==> src/rtl/bus_arbiter_pkg.sv <==
// Shared definitions for the two-master bus arbiter.
// - arb_state_e : arbiter state; the owner status output reuses the same
//                 encoding (0 none, 1 master 0, 2 master 1).
// - DEF_ADDR_W / DEF_DATA_W : default bus widths.
// - other_own() : maps one ownership state to the opposite master's state.
package bus_arbiter_pkg;

    localparam int DEF_ADDR_W = 32;
    localparam int DEF_DATA_W = 32;

    typedef enum logic [1:0] {
        ARB_IDLE = 2'd0,
        ARB_OWN0 = 2'd1,
        ARB_OWN1 = 2'd2
    } arb_state_e;

    function automatic arb_state_e other_own(input arb_state_e s);
        return (s == ARB_OWN0) ? ARB_OWN1 : ARB_OWN0;
    endfunction

endpackage

==> src/rtl/bus_arbiter_if.sv <==
// Bundle of all request/grant/data signals around the arbiter.
// - m0_* / m1_* : request side of the CPU data port and the secondary master.
// - s_*         : single CPU-side port of the bus bridge.
// - owner       : current owner status (0 none, 1 m0, 2 m1).
// Modport slave is the arbiter's own view (it serves the masters' requests);
// modport master is the view of the environment (masters plus bridge).
interface bus_arbiter_if
    import bus_arbiter_pkg::*;
#(
    parameter int ADDR_W = DEF_ADDR_W,
    parameter int DATA_W = DEF_DATA_W
);
    logic              m0_req, m0_lock, m0_we, m0_gnt;
    logic [ADDR_W-1:0] m0_addr;
    logic [DATA_W-1:0] m0_wdata, m0_rdata;
    logic              m1_req, m1_lock, m1_we, m1_gnt;
    logic [ADDR_W-1:0] m1_addr;
    logic [DATA_W-1:0] m1_wdata, m1_rdata;
    logic [ADDR_W-1:0] s_addr;
    logic              s_we;
    logic [DATA_W-1:0] s_wdata, s_rdata;
    logic [1:0]        owner;

    modport slave (
        input  m0_req, m0_lock, m0_addr, m0_we, m0_wdata,
        input  m1_req, m1_lock, m1_addr, m1_we, m1_wdata,
        input  s_rdata,
        output m0_gnt, m0_rdata, m1_gnt, m1_rdata,
        output s_addr, s_we, s_wdata, owner
    );

    modport master (
        output m0_req, m0_lock, m0_addr, m0_we, m0_wdata,
        output m1_req, m1_lock, m1_addr, m1_we, m1_wdata,
        output s_rdata,
        input  m0_gnt, m0_rdata, m1_gnt, m1_rdata,
        input  s_addr, s_we, s_wdata, owner
    );
endinterface

==> src/rtl/bus_arbiter_hold_cnt.sv <==
// arb_hold_cnt: saturating contention counter for the current bus owner.
// - clr_i    : restart the count (ownership change or no competing request).
// - en_i     : owner and the other master both request this cycle.
// - lock_i   : owner holds lock; count is frozen and never expires.
// - expire_o : owner is on its last contested beat; hand the bus over next.
module arb_hold_cnt #(
    parameter int MAX_HOLD = 16
) (
    input  logic clk,
    input  logic rst,
    input  logic clr_i,
    input  logic en_i,
    input  logic lock_i,
    output logic expire_o
);
    localparam int              CNT_W = (MAX_HOLD > 1) ? $clog2(MAX_HOLD) : 1;
    localparam logic [CNT_W-1:0] LAST = CNT_W'(MAX_HOLD - 1);

    logic [CNT_W-1:0] cnt_q, cnt_d;

    assign expire_o = en_i & ~lock_i & (cnt_q == LAST);

    always_comb begin
        // NOTE: default first so every path assigns cnt_d and no latch is inferred.
        cnt_d = cnt_q;
        if (clr_i) begin
            cnt_d = '0;
        end else if (en_i && !lock_i && (cnt_q != LAST)) begin
            cnt_d = cnt_q + CNT_W'(1);
        end
    end

    always_ff @(posedge clk or posedge rst) begin
        // NOTE: state registers use non-blocking assignments so every flop
        // samples pre-edge values regardless of process ordering.
        if (rst) begin
            cnt_q <= '0;
        end else begin
            cnt_q <= cnt_d;
        end
    end
endmodule

==> src/rtl/bus_arbiter.sv <==
// bus_arbiter: shares the bridge's CPU-side port between master 0 (CPU data
// port) and master 1 (DMA/debug loader), one beat per cycle.
// - clk, rst : system clock, asynchronous active-high reset.
// - bus      : bus_arbiter_if.slave carrying both masters and the bridge port.
// Grants come from the registered state only. Ties in IDLE go to m0 when
// CPU_PRIO=1, else to the master that did not own the bus last. An unlocked
// owner facing a waiting master is preempted after MAX_HOLD beats.
module bus_arbiter
    import bus_arbiter_pkg::*;
#(
    parameter int ADDR_W   = DEF_ADDR_W,
    parameter int DATA_W   = DEF_DATA_W,
    parameter int MAX_HOLD = 16,
    parameter int CPU_PRIO = 1
) (
    input  logic clk,
    input  logic rst,
    bus_arbiter_if.slave bus
);
    arb_state_e        state_q, state_d;
    logic              last_owner_q, last_owner_d;  // 0: m0, 1: m1
    logic              own_req, oth_req, own_lock, own_we;
    logic [ADDR_W-1:0] own_addr;
    logic [DATA_W-1:0] own_wdata;
    logic              hold_en, hold_clr, hold_expire;

    // Owner-relative view of the request side; all zero in IDLE, which also
    // keeps s_addr/s_wdata/s_we at zero when nobody owns the bus.
    always_comb begin
        own_req   = 1'b0;
        oth_req   = 1'b0;
        own_lock  = 1'b0;
        own_we    = 1'b0;
        own_addr  = '0;
        own_wdata = '0;
        case (state_q)
            ARB_OWN0: begin
                own_req   = bus.m0_req;
                oth_req   = bus.m1_req;
                own_lock  = bus.m0_lock;
                own_we    = bus.m0_we;
                own_addr  = bus.m0_addr;
                own_wdata = bus.m0_wdata;
            end
            ARB_OWN1: begin
                own_req   = bus.m1_req;
                oth_req   = bus.m0_req;
                own_lock  = bus.m1_lock;
                own_we    = bus.m1_we;
                own_addr  = bus.m1_addr;
                own_wdata = bus.m1_wdata;
            end
            default: ;
        endcase
    end

    always_comb begin
        state_d      = state_q;
        last_owner_d = last_owner_q;
        case (state_q)
            ARB_IDLE: begin
                if (bus.m0_req && bus.m1_req) begin
                    state_d = ((CPU_PRIO != 0) || last_owner_q) ? ARB_OWN0 : ARB_OWN1;
                end else if (bus.m0_req) begin
                    state_d = ARB_OWN0;
                end else if (bus.m1_req) begin
                    state_d = ARB_OWN1;
                end
            end
            ARB_OWN0, ARB_OWN1: begin
                // Release and expiry lead to the same place, so release
                // needs no separate priority over preemption.
                if (!own_req || hold_expire) begin
                    state_d = oth_req ? other_own(state_q) : ARB_IDLE;
                end
            end
            default: state_d = ARB_IDLE;
        endcase
        if ((state_q != ARB_IDLE) && (state_d != state_q)) begin
            last_owner_d = (state_q == ARB_OWN1);
        end
    end

    assign hold_en  = (state_q != ARB_IDLE) & own_req & oth_req;
    assign hold_clr = (state_d != state_q) | ~oth_req;

    arb_hold_cnt #(
        .MAX_HOLD (MAX_HOLD)
    ) u_hold_cnt (
        .clk      (clk),
        .rst      (rst),
        .clr_i    (hold_clr),
        .en_i     (hold_en),
        .lock_i   (own_lock),
        .expire_o (hold_expire)
    );

    always_ff @(posedge clk or posedge rst) begin
        if (rst) begin
            state_q      <= ARB_IDLE;
            last_owner_q <= 1'b1;  // m0 wins the first round-robin tie
        end else begin
            state_q      <= state_d;
            last_owner_q <= last_owner_d;
        end
    end

    // Grant is implied by own_* being non-zero only in an OWN state, and the
    // async reset clears state_q, so a reset mid-beat kills s_we at once.
    assign bus.m0_gnt   = (state_q == ARB_OWN0);
    assign bus.m1_gnt   = (state_q == ARB_OWN1);
    assign bus.owner    = state_q;
    assign bus.s_addr   = own_addr;
    assign bus.s_wdata  = own_wdata;
    assign bus.s_we     = own_we & own_req;
    assign bus.m0_rdata = (state_q == ARB_OWN0) ? bus.s_rdata : '0;
    assign bus.m1_rdata = (state_q == ARB_OWN1) ? bus.s_rdata : '0;
endmodule

==> src/flat_wrapper.sv <==
// flat-port wrapper written by rule: the top's interface ports become plain ports
module bus_arbiter_flat import bus_arbiter_pkg::*;
#(
    parameter int ADDR_W   = DEF_ADDR_W,
    parameter int DATA_W   = DEF_DATA_W,
    parameter int MAX_HOLD = 16,
    parameter int CPU_PRIO = 1
)
  (clk, rst, bus_m0_req, bus_m0_lock, bus_m0_addr, bus_m0_we, bus_m0_wdata, bus_m1_req, bus_m1_lock, bus_m1_addr, bus_m1_we, bus_m1_wdata, bus_s_rdata, bus_m0_gnt, bus_m0_rdata, bus_m1_gnt, bus_m1_rdata, bus_s_addr, bus_s_we, bus_s_wdata, bus_owner);
  bus_arbiter_if #(.ADDR_W(ADDR_W), .DATA_W(DATA_W)) bus_i ();
  input  logic clk;
  input  logic rst;
  input wire logic [$bits(bus_i.m0_req)-1:0] bus_m0_req;
  input wire logic [$bits(bus_i.m0_lock)-1:0] bus_m0_lock;
  input wire logic [$bits(bus_i.m0_addr)-1:0] bus_m0_addr;
  input wire logic [$bits(bus_i.m0_we)-1:0] bus_m0_we;
  input wire logic [$bits(bus_i.m0_wdata)-1:0] bus_m0_wdata;
  input wire logic [$bits(bus_i.m1_req)-1:0] bus_m1_req;
  input wire logic [$bits(bus_i.m1_lock)-1:0] bus_m1_lock;
  input wire logic [$bits(bus_i.m1_addr)-1:0] bus_m1_addr;
  input wire logic [$bits(bus_i.m1_we)-1:0] bus_m1_we;
  input wire logic [$bits(bus_i.m1_wdata)-1:0] bus_m1_wdata;
  input wire logic [$bits(bus_i.s_rdata)-1:0] bus_s_rdata;
  output wire logic [$bits(bus_i.m0_gnt)-1:0] bus_m0_gnt;
  output wire logic [$bits(bus_i.m0_rdata)-1:0] bus_m0_rdata;
  output wire logic [$bits(bus_i.m1_gnt)-1:0] bus_m1_gnt;
  output wire logic [$bits(bus_i.m1_rdata)-1:0] bus_m1_rdata;
  output wire logic [$bits(bus_i.s_addr)-1:0] bus_s_addr;
  output wire logic [$bits(bus_i.s_we)-1:0] bus_s_we;
  output wire logic [$bits(bus_i.s_wdata)-1:0] bus_s_wdata;
  output wire logic [$bits(bus_i.owner)-1:0] bus_owner;
  assign bus_i.m0_req = bus_m0_req;
  assign bus_i.m0_lock = bus_m0_lock;
  assign bus_i.m0_addr = bus_m0_addr;
  assign bus_i.m0_we = bus_m0_we;
  assign bus_i.m0_wdata = bus_m0_wdata;
  assign bus_i.m1_req = bus_m1_req;
  assign bus_i.m1_lock = bus_m1_lock;
  assign bus_i.m1_addr = bus_m1_addr;
  assign bus_i.m1_we = bus_m1_we;
  assign bus_i.m1_wdata = bus_m1_wdata;
  assign bus_i.s_rdata = bus_s_rdata;
  assign bus_m0_gnt = bus_i.m0_gnt;
  assign bus_m0_rdata = bus_i.m0_rdata;
  assign bus_m1_gnt = bus_i.m1_gnt;
  assign bus_m1_rdata = bus_i.m1_rdata;
  assign bus_s_addr = bus_i.s_addr;
  assign bus_s_we = bus_i.s_we;
  assign bus_s_wdata = bus_i.s_wdata;
  assign bus_owner = bus_i.owner;
  bus_arbiter #(.ADDR_W(ADDR_W), .DATA_W(DATA_W), .MAX_HOLD(MAX_HOLD), .CPU_PRIO(CPU_PRIO)) u_core (.clk(clk), .rst(rst), .bus(bus_i));
endmodule
==> config.mk <==
export PLATFORM = sky130hd
export DESIGN_NAME = bus_arbiter_flat
export DESIGN_NICKNAME = d
export VERILOG_FILES = /design/src/rtl/bus_arbiter_pkg.sv /design/src/rtl/bus_arbiter_if.sv /design/src/rtl/bus_arbiter_hold_cnt.sv /design/src/rtl/bus_arbiter.sv /design/src/flat_wrapper.sv
export SDC_FILE = /design/constraint.sdc
export NUM_CORES = 1
export LEC_CHECK = 0
export BUFFER_PORTS_ARGS = -buffer_cell sky130_fd_sc_hd__clkbuf_2
export CAP_MARGIN = 10
export CORE_AREA = 3 3 117 119
export CTS_BUF_LIST = sky130_fd_sc_hd__clkbuf_4 sky130_fd_sc_hd__clkbuf_8 sky130_fd_sc_hd__clkbuf_16
export CTS_CLUSTER_SIZE = 16
export DETAILED_ROUTE_END_ITERATION = 7
export DIE_AREA = 0 0 120 122
export PLACE_DENSITY = 0.56
export SLEW_MARGIN = 5
export SYNTH_ARGS = -nofsm -noshare
export SYNTH_HDL_FRONTEND = slang
export SYNTH_SLANG_ARGS = --single-unit
==> constraint.sdc <==
create_clock -name clk -period 3.1 [get_ports clk]
set_input_delay 0.155 -clock clk [delete_from_list [all_inputs] [get_ports clk]]
set_output_delay 0.155 -clock clk [all_outputs]
set_load 0.01 [all_outputs]
### Word level (Yosys, flattened, before mapping)

Index checks and enable logic that the tools add are counted.

* bits in registers: 6
* bits of input ports: 168
* output and inout bits: 133
* logic and storage cells: 43

* add/sub/neg operators: 1
* eq/ne operators: 5
* mux-type cells: 17
* bitwise logic cells: 8
* reductions and logical operators: 10

Operator list (count)
* $pmux W32 S2: 2
* $mux W32: 2
* $mux W2: 6
* $mux W4: 2
* $pmux W1 S2: 4
* $and A1 B1 Y1: 5
* $add A4 B1 Y4 const B: 1
* $eq A4 B4 Y1 const B: 1
* $ne A4 B4 Y1 const B: 1
* $pmux W2 S2: 1
* $reduce_bool A2 Y1: 2
* $logic_and A1 B1 Y1: 3
* $eq A2 B1 Y1 const B: 1
* $eq A2 B2 Y1 const B: 1
* $logic_not A1 Y1: 2
* $logic_not A2 Y1: 1
* $ne A2 B2 Y1: 1
* $not A1 Y1: 2
* $reduce_or A2 Y1: 1
* $logic_or A1 B1 Y1: 1
* $or A1 B1 Y1: 1

### Depth between registers and ports, before layout

Gate-level depths: netlist of the first run.

* depth in word-level cells: 12
* depth in mapped cells: 8
* depth with buffers taken out: 7

### Modules after synthesis

A second synthesis of the first run with hierarchy kept.

* cells, all modules: 309
* area total of the unflattened synthesis: 2159.6 sq um

Modules (own cells, without submodules)
* bus_arbiter: times used 1, cells an instance 284, area each 1903.1 sq um, sequential area each 50.0 sq um
* arb_hold_cnt: times used 1, cells an instance 25, area each 256.5 sq um, sequential area each 100.1 sq um

### Worst setup path after synthesis of the first run

No wires, ideal clock.

* kind: register -> register
* start point: reg u_core.state_q[0], in the netlist u_core.bus.owner[0]
* end point: reg u_core.u_hold_cnt.cnt_q[1]
* library setup time: 0.126 ns
* arrival time: 1.840 ns
* data required time: 2.974 ns
* path slack: 1.133 ns
* cell stages (with the launch flop): 8
* path buffers: 0
* period minus slack after synthesis: 1.967 ns
* path through: dfrtp_1 -> inv_1 -> ha_1 -> a221oi_2 -> nand3_2 -> nor3_2 -> mux2i_1 -> nor2_1

* cells in the longest elaborated chain, start to end: 12
* elaborated cells between the ends (all ways): 30
* those cells by class: eq/ne (3); mux (11); bitwise (7); reduce/logical (9)

RTL lines
* from (decl): RTL line bus_arbiter.sv:20 `arb_state_e state_q, state_d;`
* from (signal assigned): RTL line bus_arbiter.sv:103 `state_q <= state_d;`
* $eq A2 B2 Y1 (*)
* net bus_m1_gnt: RTL line flat_wrapper.sv:26 `output wire logic [$bits(bus_i.m1_gnt)-1:0] bus_m1_gnt;`
* $pmux W1 S2: RTL line bus_arbiter.sv:36 `case (state_q)`
* $and A1 B1 Y1 (2 in series): RTL line bus_arbiter.sv:84 `assign hold_en = (state_q != ARB_IDLE) & own_req & oth_req;`
* $and A1 B1 Y1 (2 in series): RTL line bus_arbiter_hold_cnt.sv:21 `assign expire_o = en_i & ~lock_i & (cnt_q == LAST);`
* $logic_or A1 B1 Y1: RTL line bus_arbiter.sv:73 `if (!own_req || hold_expire) begin`
* $mux W2: RTL line bus_arbiter.sv:73
* $pmux W2 S2: RTL line bus_arbiter.sv:60 `case (state_q)`
* $ne A2 B2 Y1
* $or A1 B1 Y1: RTL line bus_arbiter.sv:85 `assign hold_clr = (state_d != state_q) | ~oth_req;`
* $mux W4 or $reduce_bool A2 Y1 (tied branches)
* to (signal assigned): RTL line bus_arbiter_hold_cnt.sv:39 `cnt_q <= cnt_d;`
* to (decl): RTL line bus_arbiter_hold_cnt.sv:19 `logic [CNT_W-1:0] cnt_q, cnt_d;`

Mark *: on every way through the listed nets, which the timed path passes. The rest lies on a longest branch.
A chain may end at the register's enable or synchronous reset.

### Final worst setup path of the first run

* start point: reg u_core.state_q[1], in the netlist u_core.bus.owner[1]
* end point: out bus_s_wdata[5]

* cells in the longest elaborated chain, start to end: 2
* elaborated cells between the ends (all ways): 3
* those cells by class: eq/ne (2); mux (1)

RTL lines
* $eq A2 B2 Y1 or $eq A2 B1 Y1 (tied branches)
* $pmux W32 S2 (*): RTL line bus_arbiter.sv:36
* to (decl): RTL line flat_wrapper.sv:30 `output wire logic [$bits(bus_i.s_wdata)-1:0] bus_s_wdata;`

Every way passes the cells marked *; elsewhere a longest branch is shown, timed or not.

==> flow_summary.yaml, run 1 <==
clocking:
  clkLatencyLatePin_ns: 0.23
  cts_tree: "built"
  clockBufferDepth: 2
  htreeDepth: 1
  path_clk_slew_ns: 0.03
  postCtsSetupBuffers: 0
  ctsResizeCount: 0
  cts.sinks: 6
  clock-root-buffer: "clkbuf_16"
  cts_made_buffers: 3
run:
  maxCapViolCount: 0
global_routing:
  grt_first_pass_wirelength_um: 15200
  grt_max_degree: 52
  antenna_found_initial: 0
  grt_pass1_vias: 2872
  grt_overflow: 0
  track_usage_pct: 12.7
synth:
  synth_edf_count: 0
  syn_avg_cell_area_sq_um: 6.96
  synth_nets: 458
  netlist_top_cells_count: "a22oi_1 (65), and2_1 (65), nor2b_1 (65), clkbuf_1 (27)"
  synth.area.mux_share_pct: 1.01
  synth_compound_area_share_pct: 31.2
  synth-simple-area-share_pct: 49.3
  syn_area_sq_um: 1980
  netlist.area_leader.share_pct: 24.6
  synth_ff_type: "dfrtp_1"
  ys_warn_count: 0
  synth_cell_types: 37
  synthAdderAreaFrac_pct: 3.15
  syn_inst: 285
  ys_ff_latch: 6
  yosysTopAreaCell: "a22oi_1"
  synth_xor_area_share_pct: 0.883
  synthArstFlopShare_pct: 100
  synthTopCellsByArea: "a22oi_1 (25%), and2_1 (21%), nor2b_1 (21%), dfrtp_1 (7.6%), clkbuf_1 (5.1%)"
  synth-seq-area-share_pct: 7.57
  synth_top_family_by_area: "simple AND/OR/NAND/NOR gates"
place:
  portBuffers: 300
  placed_area_sq_um: 3650
  gp_congestion: 0.764
  dp_hpwl_um: 8900
cells_and_area:
  area_delta_synth_final_pct: 88.6
  insertedDiodeCount: 0
  finalNetCount: 741
  fin_area_sq_um: 3740
  drive_above_1_share_pct: 56.9
status:
  status: "complete, no violations"
timing:
  finalHoldViolCount: 0
  fin_skew_ns: 0.00205
  slew_headroom_pct: 66.1
  max_freq_mhz: 415
  tightest_slew_ns: 0.509
  fin_crit_sh_pct: 77.8
  min_period_ns: 2.41
  grt_setup_unrepaired: "no"
  drv_slew: 0
  whs_ns: 0.387
  setup_tns_ns: 0
  setup_viol: 0
route:
  routed_wl_um: 10600
  wl_met3_um: 1060
  drc: 0
  top_layer: "met4"
  wl_met1_um: 4350
  drtPass1Iterations: 4
  viasPerCell: 4.33
  drtAntennaViolNets: 0
  num_vias: 3197
  drtIter0Drc: 97
  wire_per_inst_um: 14.4
  wl_met2_um: 5180
floorplan:
  design.core.area_sq_um: 12700
  dieArea_sq_um: 14600
  die_h_um: 122
  boundaryPins: 301
  num_rows: 41
  die_w_um: 120
  start_util_pct: 15.7
worst_setup_path:
  cp_slowest_stage_delay_ns: 0.50
  crit_slowest_cell: "ha_4"
  cp-start-kind: "register"
  worstPathMaxFanout: 51
  worstSetupPathType: "register to output port"
  critPathArrivalTime_ns: 2.26
  cp_cell_sequence: "inv_1 > ha_4 > buf_4 > a22oi_1 > nor2b_1 > clkbuf_2"
  required_ns: 2.94
  cp-end-kind: "output port"
worst_hold_path:
  hold_path_class: "primary input to async pin"
power_and_ir_drop:
  total_power_mw: 2.29
  ir_drop_mv: 0.193
  p_leak_nw: 1.99
  p_per_area_nw_per_um2: 613
[critical path: cells and delay by family, from the launching register on]
kind	cells	cell delay (ns)
and+or+nand+nor	1	0.17
DFF	1	0.45
adders and majority gates	1	0.50
buffers and inverters	3	0.76
AOI/OAI and AO/OA	1	0.12
[cells by family (layout without fill, tap and decap cells)]
group,Yosys count,after routing
adders and majority gates,5,5
and+or+nand+nor,156,156
muxes,2,2
DFF,6,6
buffers and inverters,34,315
xor gates and xnor gates,2,2
AOI/OAI and AO/OA,80,80
[power breakdown]
part	internal, mW	total [mW]	switching, mW
combinational	0.864	1.98	1.11
clock	0.165	0.207	0.0417
sequential	0.0881	0.110	0.0219
[through the flow]
stage	util (%)	std cells	setup slack (ns)
3_5_place_dp	28.8	734	0.754
3_3_place_gp	28.8	734	0.802
2_1_floorplan	-	285	1.13
5_1_grt	29.5	738	0.506
6_report	29.5	738	0.690
4_1_cts	29.5	738	0.704
[worst paths after layout]
kind	start	endpoint	slack (ns)	cells after the start
setup / recovery	u_core.bus.owner[1]	bus_s_wdata[5]	0.69	6
hold / removal	rst	u_core.u_hold_cnt.cnt_q[2]	0.39	3
min in group clk	bus_m1_req	u_core.bus.owner[1]	0.39	5
max in group asynchronous	rst	u_core.u_hold_cnt.cnt_q[1]	2.51	3
hold reg to reg	u_core.u_hold_cnt.cnt_q[1]	u_core.u_hold_cnt.cnt_q[1]	0.58	2
setup reg to reg	u_core.bus.owner[1]	u_core.bus.owner[0]	0.74	7
[cell usage in the layout (no fill, tap or decap), types with 2 or more instances in the layout]
master       n
a21oi_1      3
a22oi_1     65
and2_1      65
and3_1       3
buf_4        6
clkbuf_16    3
clkbuf_2   300
dfrtp_1      6
ha_1         2
ha_4         2
inv_1        5
mux2i_1      2
nand2_1      3
nand2b_1     2
nand3_1      3
nor2_1       6
nor2b_1     65
o21ai_0      2
xnor2_1      2
[sequential cells by signal (all words and copies together) (netlist names)]
| register | count |
|---|---|
| u_core.u_hold_cnt.cnt_q | 4 |
| u_core.bus.owner | 2 |
[layer usage]
metal / up-vias / GRT usage [%]
met5: - / 0
met4: 0 / 1.29
met3: 2 / 2.51
met2: 189 / 22.1
met1: 1438 / 16.9
li1: 1568 / -
[what timing repair did]
item | CTS | global route
endpoints found under the setup margin | 0 | 0
hold endpoints to repair | 6 | 0
hold buffers | 1 | 0
[layout make-up]
cell class	count	area, sq um
Multi-Input combinational cell	245	1720
Sequential cell	6	150
Tap cell	172	215
Fill cell	1403	8930
Inverter	5	18.8
Clock buffer	3	75.1
Timing Repair Buffer	307	1560
Power figures use the tool's default switching activity.
==> run 2: changes to the inputs <==
--- a/config.mk
+++ b/config.mk
@@ -7,12 +7,12 @@
 export LEC_CHECK = 0
 export BUFFER_PORTS_ARGS = -buffer_cell sky130_fd_sc_hd__clkbuf_2
 export CAP_MARGIN = 10
-export CORE_AREA = 3 3 117 119
+export CORE_AREA = 3 3 116 118
 export CTS_BUF_LIST = sky130_fd_sc_hd__clkbuf_4 sky130_fd_sc_hd__clkbuf_8 sky130_fd_sc_hd__clkbuf_16
 export CTS_CLUSTER_SIZE = 16
 export DETAILED_ROUTE_END_ITERATION = 7
-export DIE_AREA = 0 0 120 122
-export PLACE_DENSITY = 0.56
+export DIE_AREA = 0 0 119 121
+export PLACE_DENSITY = 0.58
 export SLEW_MARGIN = 5
 export SYNTH_ARGS = -nofsm -noshare
 export SYNTH_HDL_FRONTEND = slang
==> constraint.sdc (replaced) <==
create_clock -name clk -period 2.01 [get_ports clk]
set_input_delay 0.1005 -clock clk [delete_from_list [all_inputs] [get_ports clk]]
set_output_delay 0.1005 -clock clk [all_outputs]
set_load 0.01 [all_outputs]
==> flow_summary.yaml, run 2 (synthesis gave the netlist of run 1 again) <==
global_routing:
  grt_first_pass_wirelength_um: 14600
  grt_max_degree: 63
  antenna_found_initial: 0
  grt_pass1_vias: 2893
  track_usage_pct: 12.0
  grt_overflow: 0
cells_and_area:
  mostFrequentLayoutCell: "clkbuf_2"
  fin_util_pct: 30.7
  largest_reg_flops: 4
  insertedDiodeCount: 0
  drive_above_1_share_pct: 58.0
  instances_no_fill: 746
  layout_common_cells: "clkbuf_2 (300), nor2b_1 (65), and2_1 (65), a22oi_1 (65), buf_4 (10)"
  finalNetCount: 749
  regMostFlops: "u_core.u_hold_cnt.cnt_q"
  area_delta_synth_final_pct: 94.3
worst_setup_path:
  cp-end-kind: "register"
  cp-start-kind: "register"
  r2r_end: "u_core.bus.owner[0]"
  r2r_slack_ns: 0.11
  critPathArrivalTime_ns: 2.00
  reg2reg_depth: 6
  required_ns: 2.11
  rr_startpoint: "u_core.bus.owner[1]"
  worstSetupPathType: "register to register"
  worstPathMaxFanout: 6
clocking:
  cts_made_buffers: 3
  cts.sinks: 6
  clockBufferDepth: 2
  clock-root-buffer: "clkbuf_16"
  clkLatencyLatePin_ns: 0.23
  htreeDepth: 1
  cts_tree: "built"
  path_clk_slew_ns: 0.03
place:
  dp_hpwl_um: 8210
  dp.cells: 739
  portBuffers: 300
  post-place-ws_ns: 0.0404
  gp_congestion: 0.829
route:
  drtPass1Iterations: 5
  viasPerCell: 4.26
  num_vias: 3175
  routed_wl_um: 9790
  drtAntennaViolNets: 0
  wire_per_inst_um: 13.1
  drc: 0
  drtIter0Drc: 232
timing:
  fin_ws_ns: 0.113
  min_period_ns: 1.90
  fin_skew_ns: 0.000397
  slew_headroom_pct: 79.4
  tightest_slew_ns: 0.309
  drv_slew: 0
  setup_viol: 0
  fin_crit_sh_pct: 94.4
  setup_tns_ns: 0
  grt_setup_unrepaired: "no"
  finalHoldViolCount: 0
  max_freq_mhz: 527
run:
  maxCapViolCount: 0
floorplan:
  design.core.area_sq_um: 12600
  die_h_um: 121
  boundaryPins: 301
  dieArea_sq_um: 14400
  start_util_pct: 15.8
  num_rows: 41
  die_w_um: 119
status:
  status: "complete, no violations"
power_and_ir_drop:
  p_leak_nw: 2.05
  p_per_area_nw_per_um2: 950
  ir_drop_mv: 0.307
worst_hold_path:
  hold_path_class: "primary input to async pin"
[run 2: cell count changes in the layout (fill, tap and decap cells not counted)]
cell      previous run  this run
buf_12               0         2
a22o_4               0         1
inv_2                0         2
a22o_1               1         0
inv_1                5         3
buf_6                0         2
a221oi_2             1         0
a221oi_4             0         1
buf_4                6        10
[run 2: worst max-delay path by stage]
stage,endpoint,slack (ns),cells past startpoint,startpoint
3_5_place_dp,u_core.u_hold_cnt.cnt_q[1],0.04,7,u_core.bus.owner[1]
5_1_grt,u_core.u_hold_cnt.cnt_q[1],0.006,7,u_core.bus.owner[1]
2_1_floorplan,u_core.u_hold_cnt.cnt_q[1],0.04,7,u_core.bus.owner[0]
3_3_place_gp,u_core.u_hold_cnt.cnt_q[2],0.09,7,u_core.bus.owner[1]
6_report,u_core.bus.owner[0],0.11,6,u_core.bus.owner[1]
4_1_cts,bus_s_wdata[14],0.02,6,u_core.bus.owner[1]
[run 2: timing repair]
| item | 4_1_cts | 5_1_grt |
|---|---|---|
| hold buffers | 1 | 0 |
| setup buffers | 0 | 3 |
| endpoints found under the setup margin | 0 | 52 |
| endpoints found under the hold margin | 6 | 0 |
| resized for setup | 0 | 7 |
[run 2: final cells by class]
| class | instances | area (sq um) |
|---|---|---|
| multi-input combinational | 245 | 1740 |
| fill | 1395 | 8720 |
| inverter | 5 | 18.8 |
| timing repair buffer | 315 | 1650 |
| sequential | 6 | 150 |
| clock buffer | 3 | 75.1 |
| tap | 172 | 215 |
[run 2: critical path: stages (launching register included)]
cell,delay (ns)
dfrtp_1,0.39
buf_4,0.16
ha_4,0.20
a221oi_4,0.34
a41oi_2,0.22
a222oi_1,0.38
nor2_1,0.07
[run 2: per-stage QoR]
step / hold slack (ns) / cell area [sq um] / power, mW
floorplan: -0.109 / 1980 / 2.07
global placement: 0.0150 / 3710 / 3.29
detailed placement: 0.0155 / 3710 / 3.27
CTS: 0.310 / 3800 / 3.61
global route: 0.364 / 3850 / 4.00
finish: 0.328 / 3850 / 3.66
[run 2: metal layers]
metal | vias up | track usage (%) | wire [um]
met1 | 1407 | 15.7 | 3860
met4 | 0 | 1.67 | 99
li1 | 1584 | - | -
met2 | 173 | 20.2 | 4850
met3 | 11 | 3.40 | 989
met5 | - | 0 | 0
[run 2: report_power, final]
| group | internal [mW] | switching (mW) |
|---|---|---|
| clock network | 0.255 | 0.0619 |
| logic | 1.45 | 1.75 |
| registers | 0.136 | 0.0103 |
==> run 3: changes to the inputs <==
--- a/config.mk
+++ b/config.mk
@@ -5,13 +5,14 @@
 export SDC_FILE = /design/constraint.sdc
 export NUM_CORES = 1
 export LEC_CHECK = 0
+export ABC_AREA = 1
 export BUFFER_PORTS_ARGS = -buffer_cell sky130_fd_sc_hd__clkbuf_2
 export CAP_MARGIN = 10
-export CORE_AREA = 3 3 116 118
+export CORE_AREA = 3 3 117 119
 export CTS_BUF_LIST = sky130_fd_sc_hd__clkbuf_4 sky130_fd_sc_hd__clkbuf_8 sky130_fd_sc_hd__clkbuf_16
 export CTS_CLUSTER_SIZE = 16
 export DETAILED_ROUTE_END_ITERATION = 7
-export DIE_AREA = 0 0 119 121
+export DIE_AREA = 0 0 120 122
 export PLACE_DENSITY = 0.58
 export SLEW_MARGIN = 5
 export SYNTH_ARGS = -nofsm -noshare
==> flow_summary.yaml, run 3 <==
global_routing:
  grt_overflow: 0
  grt_max_degree: 99
  grt_pass1_vias: 3087
  track_usage_pct: 13.1
  use_met3_pct: 4.78
  top_usage_layer: "met2"
  met2_usage_pct: 23.7
  grt_first_pass_wirelength_um: 15800
  use_met1_pct: 15.9
  antenna_found_initial: 1
clocking:
  htreeDepth: 1
  cts.sinks: 6
  cts_tree: "built"
  clock-root-buffer: "clkbuf_16"
  clockBufferDepth: 2
  cts_made_buffers: 3
  path_clk_slew_ns: 0.03
  clkLatencyLatePin_ns: 0.23
power_and_ir_drop:
  swShare_pct: 59.7
  p_per_area_nw_per_um2: 1230
  ir_drop_mv: 0.650
  total_power_mw: 4.76
  internal_power_mw: 1.92
  power_frac_clock_pct: 6.8
  p_comb_share_pct: 90.0
  seq_power_share_pct: 3.2
  p_leak_nw: 2.56
  switching_power_mw: 2.84
synth:
  netlist.area_leader.share_pct: 39.5
  ys_warn_count: 0
  synth_nets: 603
  synth.most_common_cell: "nand2_1"
  syn_area_sq_um: 2000
  syn_inst: 430
  synth_cell_types: 25
  netlist_top_cells_count: "nand2_1 (211), inv_1 (81), a21oi_1 (64), clkbuf_1 (17), buf_1 (10)"
  yosysTopAreaCell: "nand2_1"
  ys_ff_latch: 6
  synthTopCellsByArea: "nand2_1 (40%), a21oi_1 (16%), inv_1 (15%), dfrtp_1 (7.5%), clkbuf_1 (3.2%)"
  synth_edf_count: 0
  synth_ff_type: "dfrtp_1"
  synthArstFlopShare_pct: 100
  synth-seq-area-share_pct: 7.50
  syn_avg_cell_area_sq_um: 4.66
timing:
  grt_setup_unrepaired: "yes"
  fin_ws_ns: 0.117
  setup_viol: 0
  max_freq_mhz: 528
  fin_skew_ns: 0.00342
  min_period_ns: 1.89
  finalHoldViolCount: 0
  tightest_slew_ns: 0.335
  whs_ns: 0.328
  slew_headroom_pct: 77.7
  fin_crit_sh_pct: 94.2
  drv_slew: 0
route:
  drtIter0Drc: 105
  drtAntennaViolNets: 0
  viasPerCell: 3.97
  num_vias: 3514
  drtPass1Iterations: 4
  wire_per_inst_um: 13.0
  drc: 0
  routed_wl_um: 11500
worst_setup_path:
  cp_slowest_stage_delay_ns: 0.35
  worstPathMaxFanout: 64
  cp-start-kind: "register"
  cp-end-kind: "output port"
  cp_cell_sequence: "inv_1 > ha_1 > inv_2 > buf_12 > a21oi_1 > clkbuf_2"
  critPathArrivalTime_ns: 1.79
  crit_slowest_cell: "ha_1"
  worstSetupPathType: "register to output port"
  required_ns: 1.91
floorplan:
  boundaryPins: 301
  design.core.area_sq_um: 12700
  start_util_pct: 15.8
  num_rows: 41
  die_h_um: 122
  dieArea_sq_um: 14600
  die_w_um: 120
place:
  post-place-ws_ns: 0.165
  gp_congestion: 0.767
  dp_hpwl_um: 8900
  portBuffers: 300
  placed_area_sq_um: 3710
cells_and_area:
  multiInputGateArea_sq_um: 1450
  area_delta_synth_final_pct: 92.6
  ff_latch_area_sq_um: 150
  regMostFlops: "u_core.u_hold_cnt.cnt_q"
  drive_above_1_share_pct: 46.4
  insertedDiodeCount: 0
  finalNetCount: 888
  fin_area_sq_um: 3860
  layout_common_cells: "clkbuf_2 (300), nand2_1 (211), inv_1 (80), a21oi_1 (64), dfrtp_1 (6)"
  fillers: 1466
  largest_reg_flops: 4
  mostFrequentLayoutCell: "clkbuf_2"
run:
  maxCapViolCount: 0
worst_hold_path:
  hold_path_class: "primary input to async pin"
status:
  status: "complete, no violations"
## run 3: changes by cell type in the layout (fill, tap and decap cells not counted), moves of 3 or more
| cell | before | now |
|---|---|---|
| nand2_1 | 3 | 211 |
| buf_4 | 10 | 3 |
| and3_1 | 3 | 0 |
| nand2_2 | 1 | 5 |
| a22oi_1 | 65 | 0 |
| nor2b_1 | 65 | 0 |
| and2_1 | 65 | 0 |
| inv_1 | 3 | 80 |
| a21oi_1 | 3 | 64 |
| nor3_2 | 1 | 5 |
## run 3: final timing paths
kind | from | endpoint | slack, ns | cells after the start
hold / removal | rst | u_core.u_hold_cnt.cnt_q[1] | 0.33 | 3
setup / recovery | u_core.bus.owner[0] | bus_s_addr[24] | 0.12 | 6
max in group asynchronous | rst | u_core.u_hold_cnt.cnt_q[2] | 1.48 | 3
hold reg to reg | u_core.u_hold_cnt.cnt_q[1] | u_core.u_hold_cnt.cnt_q[1] | 0.66 | 4
setup reg to reg | u_core.bus.owner[1] | u_core.u_hold_cnt.cnt_q[3] | 0.13 | 12
min in group clk | bus_m0_req | u_core.bus.owner[0] | 0.36 | 5
## run 3: kinds of logic after synthesis
logic type	after synthesis	synth area share (%)
compound gates	69	18.1
xor+xnor	1	0.437
flops	6	7.50
simple gates	239	49.7
buf+inv	110	21.2
fa+ha+maj	5	3.12
## run 3: timing repair
action	4_1_cts	5_1_grt
setup endpoints to repair	0	12
hold endpoints to repair	6	0
gates resized for setup	0	2
setup buffers	0	0
hold buffers	1	0
## run 3: final cells by class
type	count	area share [%]
Timing Repair Buffer	309	43.0
Tap cell	172	5.58
Clock buffer	3	1.95
Multi-Input combinational cell	314	37.7
Sequential cell	6	3.89
Inverter	81	7.88
## run 3: power groups by stage
| stage | Sequential (mW) | Combinational, mW | Clock, mW |
|---|---|---|---|
| after global routing | 0.153 | 4.75 | 0.340 |
| after CTS | 0.151 | 4.14 | 0.327 |
| after floorplan | 0.184 | 2.41 | 0 |
| after detailed placement | 0.153 | 4.12 | 0 |
| after global placement | 0.151 | 4.13 | 0 |
| final | 0.151 | 4.28 | 0.323 |
## run 3: per-stage QoR
stage | setup TNS, ns | instances | util (%)
global route | -0.0145 | 885 | 30.4
CTS | 0 | 883 | 29.9
floorplan | 0 | 430 | -
finish | 0 | 885 | 30.4
global placement | 0 | 879 | 29.3
detailed placement | 0 | 879 | 29.3
## run 3: layer usage
layer | up-vias | share of wire (%)
li1 | 1842 | -
met4 | 2 | 0
met5 | - | 0.11
met1 | 1465 | 39
met3 | 2 | 12
met2 | 203 | 48
## run 3: critical path: cells and delay by family (launching register included)
| kind | cells | cell delay [ns] |
|---|---|---|
| AOI/OAI and AO/OA | 1 | 0.31 |
| buffers and inverters | 4 | 0.57 |
| DFF | 1 | 0.33 |
| adders and majority gates | 1 | 0.35 |
